<file path="src/rtl/outfifo_pkg.sv">
// Shared definitions for the outfifo_sync processor-to-external byte FIFO.
package outfifo_pkg;

    localparam int unsigned DEFAULT_DEPTH      = 16;
    localparam int unsigned DEFAULT_DATA_WIDTH = 8;

    // Occupancy counter must hold 0..depth inclusive.
    function automatic int unsigned calc_cw(input int unsigned depth);
        return $clog2(depth) + 1;
    endfunction

    typedef logic [calc_cw(DEFAULT_DEPTH)-1:0] count_t;

endpackage

</file>
<file path="src/rtl/outfifo_sync_ram.sv">
// Register-file RAM for outfifo_sync: synchronous write, combinational read, no reset.
module outfifo_sync_ram #(
    parameter int unsigned ENTRIES    = 15,
    parameter int unsigned DATA_WIDTH = 8,
    parameter int unsigned AW         = 4
) (
    input  logic                  i_clk,
    input  logic                  i_we,
    input  logic [AW-1:0]         i_waddr,
    input  logic [DATA_WIDTH-1:0] i_wdata,
    input  logic [AW-1:0]         i_raddr,
    output logic [DATA_WIDTH-1:0] o_rdata
);

    logic [DATA_WIDTH-1:0] mem [ENTRIES];

    always_ff @(posedge i_clk) begin
        if (i_we) begin
            mem[i_waddr] <= i_wdata;
        end
    end

    assign o_rdata = mem[i_raddr];

endmodule

</file>
<file path="src/rtl/outfifo_sync.sv">
// Processor-to-external FWFT byte FIFO: output register plus (DEPTH-1)-entry RAM.
// Optional sticky overflow flag enabled by defining OUTFIFO_SYNC_OVERFLOW_EN.
module outfifo_sync
    import outfifo_pkg::*;
#(
    parameter int unsigned  DEPTH      = DEFAULT_DEPTH,
    parameter int unsigned  DATA_WIDTH = DEFAULT_DATA_WIDTH,
    localparam int unsigned CW         = calc_cw(DEPTH)
) (
    input  logic                  i_clk,
    input  logic                  i_rst_n,
    input  logic [DATA_WIDTH-1:0] i_outport,
    input  logic                  i_outport_wr,
    output logic                  o_full,
    output logic [CW-1:0]         o_count,
    output logic [DATA_WIDTH-1:0] o_data,
    output logic                  o_data_empty,
`ifdef OUTFIFO_SYNC_OVERFLOW_EN
    input  logic                  i_overflow_clr,
    output logic                  o_overflow,
`endif
    input  logic                  i_data_rd
);

    localparam int unsigned RAM_DEPTH = DEPTH - 1;
    localparam int unsigned PW        = $clog2(RAM_DEPTH);

    logic [CW-1:0]         count_q, count_d;
    logic                  full_q, empty_q;
    logic [DATA_WIDTH-1:0] data_q, data_d;
    logic [PW-1:0]         wr_ptr_q, wr_ptr_d;
    logic [PW-1:0]         rd_ptr_q, rd_ptr_d;
    logic [DATA_WIDTH-1:0] ram_rdata;

    logic wr_acc, rd_acc;
    logic wr_to_out, wr_to_ram, ram_pop;

    // RAM depth is not a power of two, so wrap with an explicit compare.
    function automatic logic [PW-1:0] ptr_inc(input logic [PW-1:0] ptr);
        return (ptr == PW'(RAM_DEPTH - 1)) ? '0 : ptr + PW'(1);
    endfunction

    always_comb begin
        wr_acc    = i_outport_wr & ~full_q;
        rd_acc    = i_data_rd & ~empty_q;
        // Bypass the RAM when the output register is (or is about to be) free.
        wr_to_out = wr_acc & (empty_q | ((count_q == CW'(1)) & rd_acc));
        wr_to_ram = wr_acc & ~wr_to_out;
        ram_pop   = rd_acc & (count_q > CW'(1));

        count_d = count_q;
        if (wr_acc && !rd_acc) begin
            count_d = count_q + CW'(1);
        end else if (rd_acc && !wr_acc) begin
            count_d = count_q - CW'(1);
        end

        wr_ptr_d = wr_to_ram ? ptr_inc(wr_ptr_q) : wr_ptr_q;
        rd_ptr_d = ram_pop ? ptr_inc(rd_ptr_q) : rd_ptr_q;

        data_d = data_q;
        if (ram_pop) begin
            data_d = ram_rdata;
        end else if (wr_to_out) begin
            data_d = i_outport;
        end
    end

    always_ff @(posedge i_clk or negedge i_rst_n) begin
        if (!i_rst_n) begin
            count_q  <= '0;
            full_q   <= 1'b0;
            empty_q  <= 1'b1;
            data_q   <= '0;
            wr_ptr_q <= '0;
            rd_ptr_q <= '0;
        end else begin
            count_q  <= count_d;
            full_q   <= (count_d == CW'(DEPTH));
            empty_q  <= (count_d == '0);
            data_q   <= data_d;
            wr_ptr_q <= wr_ptr_d;
            rd_ptr_q <= rd_ptr_d;
        end
    end

    outfifo_sync_ram #(
        .ENTRIES    (RAM_DEPTH),
        .DATA_WIDTH (DATA_WIDTH),
        .AW         (PW)
    ) u_ram (
        .i_clk   (i_clk),
        .i_we    (wr_to_ram),
        .i_waddr (wr_ptr_q),
        .i_wdata (i_outport),
        .i_raddr (rd_ptr_q),
        .o_rdata (ram_rdata)
    );

`ifdef OUTFIFO_SYNC_OVERFLOW_EN
    logic overflow_q, overflow_d;

    always_comb begin
        overflow_d = overflow_q;
        if (i_overflow_clr) begin
            overflow_d = 1'b0;
        end
        if (i_outport_wr && full_q) begin
            overflow_d = 1'b1;
        end
    end

    always_ff @(posedge i_clk or negedge i_rst_n) begin
        if (!i_rst_n) begin
            overflow_q <= 1'b0;
        end else begin
            overflow_q <= overflow_d;
        end
    end

    assign o_overflow = overflow_q;
`endif

    assign o_full       = full_q;
    assign o_count      = count_q;
    assign o_data       = data_q;
    assign o_data_empty = empty_q;

endmodule

</file>
<file path="config.mk">
export PLATFORM = sky130hd
export DESIGN_NAME = outfifo_sync
export DESIGN_NICKNAME = d
export VERILOG_FILES = /design/src/rtl/outfifo_pkg.sv /design/src/rtl/outfifo_sync_ram.sv /design/src/rtl/outfifo_sync.sv
export SDC_FILE = /design/constraint.sdc
export NUM_CORES = 1
export LEC_CHECK = 0
export BUFFER_PORTS_ARGS = -buffer_cell sky130_fd_sc_hd__buf_2
export CAP_MARGIN = 20
export CORE_UTILIZATION = 57
export CTS_BUF_LIST = sky130_fd_sc_hd__clkbuf_8
export CTS_CLUSTER_DIAMETER = 80
export CTS_CLUSTER_SIZE = 10
export DETAILED_ROUTE_END_ITERATION = 8
export PLACE_DENSITY = 0.77
export RECOVER_POWER = 25
export SLEW_MARGIN = 20
export SYNTH_ARGS = -nofsm -noshare
export SYNTH_HDL_FRONTEND = slang
export SYNTH_HIERARCHICAL = 1
export SYNTH_SLANG_ARGS = --single-unit
export TNS_END_PERCENT = 30
</file>
<file path="constraint.sdc">
create_clock -name i_clk -period 3.1 [get_ports i_clk]
set_input_delay 0.62 -clock i_clk [delete_from_list [all_inputs] [get_ports i_clk]]
set_output_delay 0.62 -clock i_clk [all_outputs]
set_load 0.1 [all_outputs]
</file>
# == Word-level counts from Yosys, hierarchy flattened ==
# Memory sizes are Yosys's and may differ from the RTL's.
# Cells that the tools add are included.
# word_totals
reg_bits,23
ramBits,120
inputBits,12
output_inout_bits,15
word_cells,40
n_memories,1
# classes
n_addsub,4
order_cmp,1
n_eq_ne,4
muxes,8
n_bitwise,10
reduce_logical,6
# mem_list
memory,words,word_bits,rd,rd_ports_with_merged_regs,write_ports,line_no,text
u_ram.mem,15,8,1,0,1,outfifo_sync_ram.sv:15,logic [DATA_WIDTH-1:0] mem [ENTRIES];
# ops
operator,count
$mux W8,2
$mux W5,2
$add A4 B1 Y4 const B,2
$eq A4 B4 Y1 const B,2
$mux W4,2
$and A1 B1 Y1,6
$add A5 B1 Y5 const B,1
$eq A5 B1 Y1 const B,1
$eq A5 B5 Y1 const B,1
$gt A5 B1 Y1 const B,1
$logic_not A5 Y1,1
$sub A5 B1 Y5 const B,1
$not A1 Y1,3
$logic_and A1 B1 Y1,2
$logic_not A1 Y1,2
$mux W1,2
$reduce_bool A2 Y1,1
$or A1 B1 Y1,1

# == Depth between registers and ports, before layout ==
# logic_depth
ltp_word,9
depth_mapped,8
depth_no_buf,7

# == Cells and area by module ==
# Netlist, hierarchy kept.
# by_module_without_submodules
module,n_inst,cells_per_inst,area_per_inst_um2,seq_area_each_um2
outfifo_sync_ram,1,221,4705.8,3603.5
outfifo_sync,1,125,1226.2,576.8

# == Least setup slack after synthesis ==
# No wires, ideal clock.
# synth_path
path_type,flip-flop to flip-flop
start,register count_q[1] (netlist: o_count[1])
end,"memory u_ram.mem[0][0], enable pin"
setup_time_ps,383
arrival_time_ps,3181
slack_ps,-464
stages_incl_launch_ff,6
n_path_buf,0
cell_sequence,dfrtp_1 inv_1 ha_1 a311oi_1 or3b_2 nor3_1
# synth_between
elab_chain_len,8
# synth_lines
element,line_no,text
from (decl),outfifo_sync.sv:28,"logic [CW-1:0] count_q, count_d;"
from (signal assigned),outfifo_sync.sv:78,count_q <= count_d;
$eq A5 B1 Y1,outfifo_sync.sv:47,wr_to_out = wr_acc & (empty_q | ((count_q == CW'(1)) & rd_acc));
$and A1 B1 Y1,outfifo_sync.sv:47,
$or A1 B1 Y1,outfifo_sync.sv:47,
$and A1 B1 Y1,outfifo_sync.sv:47,
$not A1 Y1,outfifo_sync.sv:48,wr_to_ram = wr_acc & ~wr_to_out;
$and A1 B1 Y1,outfifo_sync.sv:48,
via wr_to_ram,outfifo_sync.sv:36,"logic wr_to_out, wr_to_ram, ram_pop;"
$mux W1,outfifo_sync_ram.sv:18,if (i_we) begin
$mux W1 (implied by the code),outfifo_sync_ram.sv:19,mem[i_waddr] <= i_wdata;
to (decl),outfifo_sync_ram.sv:15,
# The timed path passes the listed nets, and every way through them passes these cells.

# == Final worst setup path ==
# layout_path
start,register count_q[0] (netlist: o_count[0])
end,"memory u_ram.mem[0][0], enable pin"
# The elaborated chain is that of the path after synthesis.

==> metrics.txt <==
# TYPE chip_impl_metric gauge
chip_impl_info{name="worst_setup_path_startpoint",value="o_count[0]"} 1
chip_impl_metric{name="post_synth.cell_area_avg",unit="um2"} 17.14
chip_impl_metric{name="clock_latency_reported_for_the_late_side_of_the_worst_skew_pair",unit="ps"} 440
chip_impl_info{name="synthMostInstantiatedCell",value="sky130_fd_sc_hd__edfxtp_1"} 1
chip_impl_info{name="worstHoldPathType",value="in -> async"} 1
chip_impl_metric{name="power_report.internal_total",unit="mW"} 4.135
chip_impl_metric{name="timing.final.crit_period",unit="ps"} 2479
chip_impl_metric{name="report.final.setup_viol",unit=""} 0
chip_impl_metric{name="worst_slew_margin_rel",unit="%"} 11.63
chip_impl_metric{name="fin_skew",unit="ps"} 13.20
chip_impl_metric{name="gr-usage-all-layers",unit="%"} 23.65
chip_impl_metric{name="asyncSetResetFlopFracSynth",unit="%"} 16.08
chip_impl_metric{name="drv_slew",unit=""} 0
chip_impl_metric{name="data_required_critical_path",unit="ps"} 3170
chip_impl_metric{name="cts_hold_repair.buffers",unit=""} 0
chip_impl_metric{name="max_slew.worst_pin.slew",unit="ps"} 1326
chip_impl_metric{name="synth.yosys.warnings",unit=""} 6
chip_impl_metric{name="timing.final.hold_violations",unit=""} 0
chip_impl_info{name="startpoint_class",value="register"} 1
chip_impl_metric{name="postRouteAntennaNets",unit=""} 0
chip_impl_info{name="worstSetupPathType",value="reg -> reg"} 1
chip_impl_metric{name="detail_route.vias_per_cell",unit=""} 6.161
chip_impl_metric{name="ir_drop",unit="uV"} 663.1
chip_impl_info{name="post_synth_top_area_cell",value="sky130_fd_sc_hd__edfxtp_1"} 1
chip_impl_metric{name="grt_antenna_before_repair",unit=""} 0
chip_impl_info{name="rsz0062_at_grt",value="no"} 1
chip_impl_metric{name="final_nets",unit=""} 415
chip_impl_metric{name="largest_net_degree_at_the_start_of_global_routing",unit=""} 26
chip_impl_metric{name="num_antenna_cells",unit=""} 0
chip_impl_metric{name="synth_seq_area_share",unit="%"} 70.47
chip_impl_metric{name="dp.final_hpwl",unit="um"} 7529
chip_impl_metric{name="gp_congestion",unit=""} 0.8618
chip_impl_metric{name="syn_inst",unit=""} 346
chip_impl_metric{name="h-tree-depth",unit=""} 4
chip_impl_metric{name="max_clock_freq",unit="MHz"} 403.4
chip_impl_metric{name="setup_slack_on_the_worst_flop_to_flop_path",unit="ps"} 620
chip_impl_metric{name="core_area",unit="mm2"} 0.009910
chip_impl_metric{name="die_y",unit="um"} 104.0
chip_impl_metric{name="finalSetupTns",unit="ps"} 0
chip_impl_metric{name="dieArea",unit="mm2"} 0.01082
chip_impl_metric{name="final.setup.worst_slack",unit="ps"} 621.3
chip_impl_metric{name="critical_path_arrival",unit="ps"} 2550
chip_impl_metric{name="power.share.switching",unit="%"} 38.27
chip_impl_metric{name="cap_violations",unit=""} 0
chip_impl_metric{name="total_leakage_power",unit="nW"} 2.427
chip_impl_metric{name="areal_power_density_over_the_cells",unit="mW/mm2"} 994.4
chip_impl_info{name="status",value="complete, no violations"} 1
chip_impl_metric{name="detailedRoute.firstIterationViolations",unit=""} 281
chip_impl_metric{name="p_switching",unit="mW"} 2.563
chip_impl_metric{name="dr.pass1.iters",unit=""} 5
chip_impl_info{name="cts_root_buf",value="sky130_fd_sc_hd__clkbuf_8"} 1
chip_impl_metric{name="power_frac_comb",unit="%"} 35.7
chip_impl_metric{name="grt_first_pass_wirelength",unit="um"} 18240
chip_impl_info{name="synth_top_cells_by_count",value="120 x sky130_fd_sc_hd__edfxtp_1, 23 x sky130_fd_sc_hd__o21ai_0, 22 x sky130_fd_sc_hd__dfrtp_1, 22 x sky130_fd_sc_hd__nand2_1, 18 x sky130_fd_sc_hd__nor2_1"} 1
chip_impl_metric{name="cts-buffers-inserted",unit=""} 17
chip_impl_metric{name="ioPinCount",unit=""} 27
chip_impl_info{name="synthTopCellsByArea",value="sky130_fd_sc_hd__edfxtp_1 61%, sky130_fd_sc_hd__dfrtp_1 9.3%, sky130_fd_sc_hd__mux4_1 5.3%, sky130_fd_sc_hd__mux4_2 4.6%, sky130_fd_sc_hd__mux2i_1 2.9%"} 1
chip_impl_info{name="ys_dominant_reg_cell",value="sky130_fd_sc_hd__edfxtp_1"} 1
chip_impl_metric{name="synth_largest_type_area_fraction",unit="%"} 60.75
chip_impl_info{name="r2r_start",value="o_count[0]"} 1
chip_impl_metric{name="clock_sink_count",unit=""} 143
chip_impl_metric{name="drive_gt1_share",unit="%"} 23.73
chip_impl_metric{name="route.vias.total",unit=""} 3364
chip_impl_metric{name="synth_enable_flop_cells",unit=""} 120
chip_impl_metric{name="clock_power_share",unit="%"} 23.4
chip_impl_metric{name="clk_pin_slew_worst_paths",unit="ps"} 70
chip_impl_metric{name="floorplan.die.width",unit="um"} 104.0
chip_impl_metric{name="gr-total-overflow",unit=""} 0
chip_impl_metric{name="synth.cell_area",unit="mm2"} 0.005932
chip_impl_metric{name="remaining_drc_errors",unit=""} 0
chip_impl_metric{name="effective_utilization_at_floorplan",unit="%"} 59.86
chip_impl_metric{name="layout.filler_cells",unit=""} 651
chip_impl_metric{name="area.growth.synth_to_final",unit="%"} 13.54
chip_impl_info{name="endpoint_kind",value="register"} 1
chip_impl_metric{name="post-cts-setup-buffer-count",unit=""} 0
chip_impl_metric{name="final.period_utilization",unit="%"} 79.96
chip_impl_info{name="tritoncts_clock_tree",value="done"} 1
chip_impl_metric{name="routed_wl",unit="um"} 11720
chip_impl_metric{name="rows",unit=""} 36
chip_impl_metric{name="postCtsResizedCells",unit=""} 0
chip_impl_metric{name="pre_cts_ws",unit="ps"} 452.9
chip_impl_metric{name="cts-root-to-sink-buffers",unit=""} 2
chip_impl_metric{name="synth.ff_latch_count",unit=""} 143
chip_impl_metric{name="wl_per_cell",unit="um"} 21.47
chip_impl_metric{name="synthesis.nets",unit=""} 361
chip_impl_metric{name="numPortBuffers",unit=""} 26
chip_impl_metric{name="critical_path.max_fanout",unit=""} 9
chip_impl_metric{name="first_global_vias",unit=""} 3260
chip_impl_metric{name="seq_power_share",unit="%"} 41.0
chip_impl_metric{name="netlist-cell-type-count",unit=""} 45
-- layer usage --
layer	vias up	routed length [um]	global-route usage (%)
li1	1498	-	-
met1	1672	4764	31.53
met2	157	5699	36.67
met3	37	835	5.576
met4	0	422	12.24
met5	-	0	0
-- power by group through the flow --
| stage | combinational (mW) | sequential [mW] | clock (mW) |
|---|---|---|---|
| CTS | 2.39 | 2.75 | 1.59 |
| global placement | 2.33 | 2.77 | 0 |
| floorplan | 1.32 | 3.25 | 0 |
| finish | 2.39 | 2.74 | 1.56 |
| detailed placement | 2.38 | 2.79 | 0 |
| global route | 2.53 | 2.79 | 1.68 |
-- registers in the layout, indices dropped and copies added, names as in the netlist --
| signal | count |
|---|---|
| u_ram/mem | 120 |
| o_data | 8 |
| o_count | 5 |
| rd_ptr_q | 4 |
| wr_ptr_q | 4 |
| o_data_empty | 1 |
| o_full | 1 |
-- critical path, cell delays in order, from the launching register on --
cell                       delay (ps)
sky130_fd_sc_hd__dfrtp_1          470
sky130_fd_sc_hd__ha_1             290
sky130_fd_sc_hd__a311oi_2         290
sky130_fd_sc_hd__or3b_2           540
sky130_fd_sc_hd__nor3_2           520
-- final timing paths --
kind	endpoint	cells after the start
worst max register to register	u_ram/mem[0][0]	4
min in group i_clk	o_data[3]	2
worst min-delay path	wr_ptr_q[2]	1
worst max-delay path	u_ram/mem[0][0]	4
worst min register to register	o_data[3]	2
max in group asynchronous	o_count[1]	1
-- through the flow --
stage / hold WS, ps / area (um2) / instances / power [mW] / util (%)
2_1_floorplan: 324.4 / 5946 / 346 / 4.575 / -
5_1_grt: 509.3 / 6735 / 546 / 6.994 / 67.97
3_3_place_gp: 456.6 / 6311 / 514 / 5.091 / 63.69
3_5_place_dp: 465.8 / 6311 / 514 / 5.163 / 63.69
4_1_cts: 159.2 / 6743 / 546 / 6.723 / 68.04
6_report: 462.0 / 6735 / 546 / 6.698 / 67.97
-- cell families (layout without fill, tap and decap cells) --
family | count (synthesis) | count (layout) | synth area share (%)
adders and majority gates | 3 | 3 | 0.6328
AOI/OAI and AO/OA | 58 | 58 | 6.665
muxes | 44 | 44 | 13.31
and+or+nand+nor | 79 | 79 | 6.728
DFF | 143 | 143 | 70.47
xor gates and xnor gates | 2 | 2 | 0.2954
buffers and inverters | 17 | 84 | 1.898
-- layout make-up --
type                    count  area [um2]  share of cell area (%)
clock inverters            15       197.7                   2.935
well taps                 133       166.4                   2.471
clock buffers              17       234.0                   3.474
inverters                   4       15.01                  0.2229
repair buffers             48       287.8                   4.273
flip-flops and latches    143        4184                   62.12
multi-input cells         186        1650                   24.50
-- placed cells by master (no fill, tap or decap), types with 2 or more instances in the layout --
master / synthesis / layout
sky130_fd_sc_hd__nor3_1: 7 / 6
sky130_fd_sc_hd__xnor2_1: 2 / 2
sky130_fd_sc_hd__bufinv_16: 0 / 4
sky130_fd_sc_hd__a221o_1: 8 / 8
sky130_fd_sc_hd__o211ai_1: 2 / 2
sky130_fd_sc_hd__nand2_1: 22 / 22
sky130_fd_sc_hd__mux2_2: 3 / 3
sky130_fd_sc_hd__clkbuf_1: 0 / 6
sky130_fd_sc_hd__dfrtp_2: 0 / 3
sky130_fd_sc_hd__nor2b_1: 4 / 4
sky130_fd_sc_hd__clkbuf_8: 0 / 17
sky130_fd_sc_hd__mux4_2: 12 / 12
sky130_fd_sc_hd__ha_1: 3 / 3
sky130_fd_sc_hd__mux2i_1: 17 / 17
sky130_fd_sc_hd__nor2_1: 18 / 18
sky130_fd_sc_hd__edfxtp_1: 120 / 120
sky130_fd_sc_hd__clkinv_2: 0 / 2
sky130_fd_sc_hd__nand3_1: 5 / 5
sky130_fd_sc_hd__and3_1: 5 / 5
sky130_fd_sc_hd__nand3b_1: 3 / 3
sky130_fd_sc_hd__buf_4: 0 / 22
sky130_fd_sc_hd__a21oi_1: 3 / 3
sky130_fd_sc_hd__o21ai_1: 3 / 3
sky130_fd_sc_hd__nand2b_1: 4 / 4
sky130_fd_sc_hd__a22o_1: 8 / 8
sky130_fd_sc_hd__a31oi_1: 3 / 3
sky130_fd_sc_hd__buf_2: 6 / 20
sky130_fd_sc_hd__o21ai_0: 23 / 23
sky130_fd_sc_hd__clkinv_4: 0 / 5
sky130_fd_sc_hd__and2_1: 5 / 5
sky130_fd_sc_hd__dfrtp_1: 22 / 19
sky130_fd_sc_hd__mux4_1: 12 / 12
sky130_fd_sc_hd__inv_1: 4 / 6
Note: power is estimated with default switching activity, not from simulation.
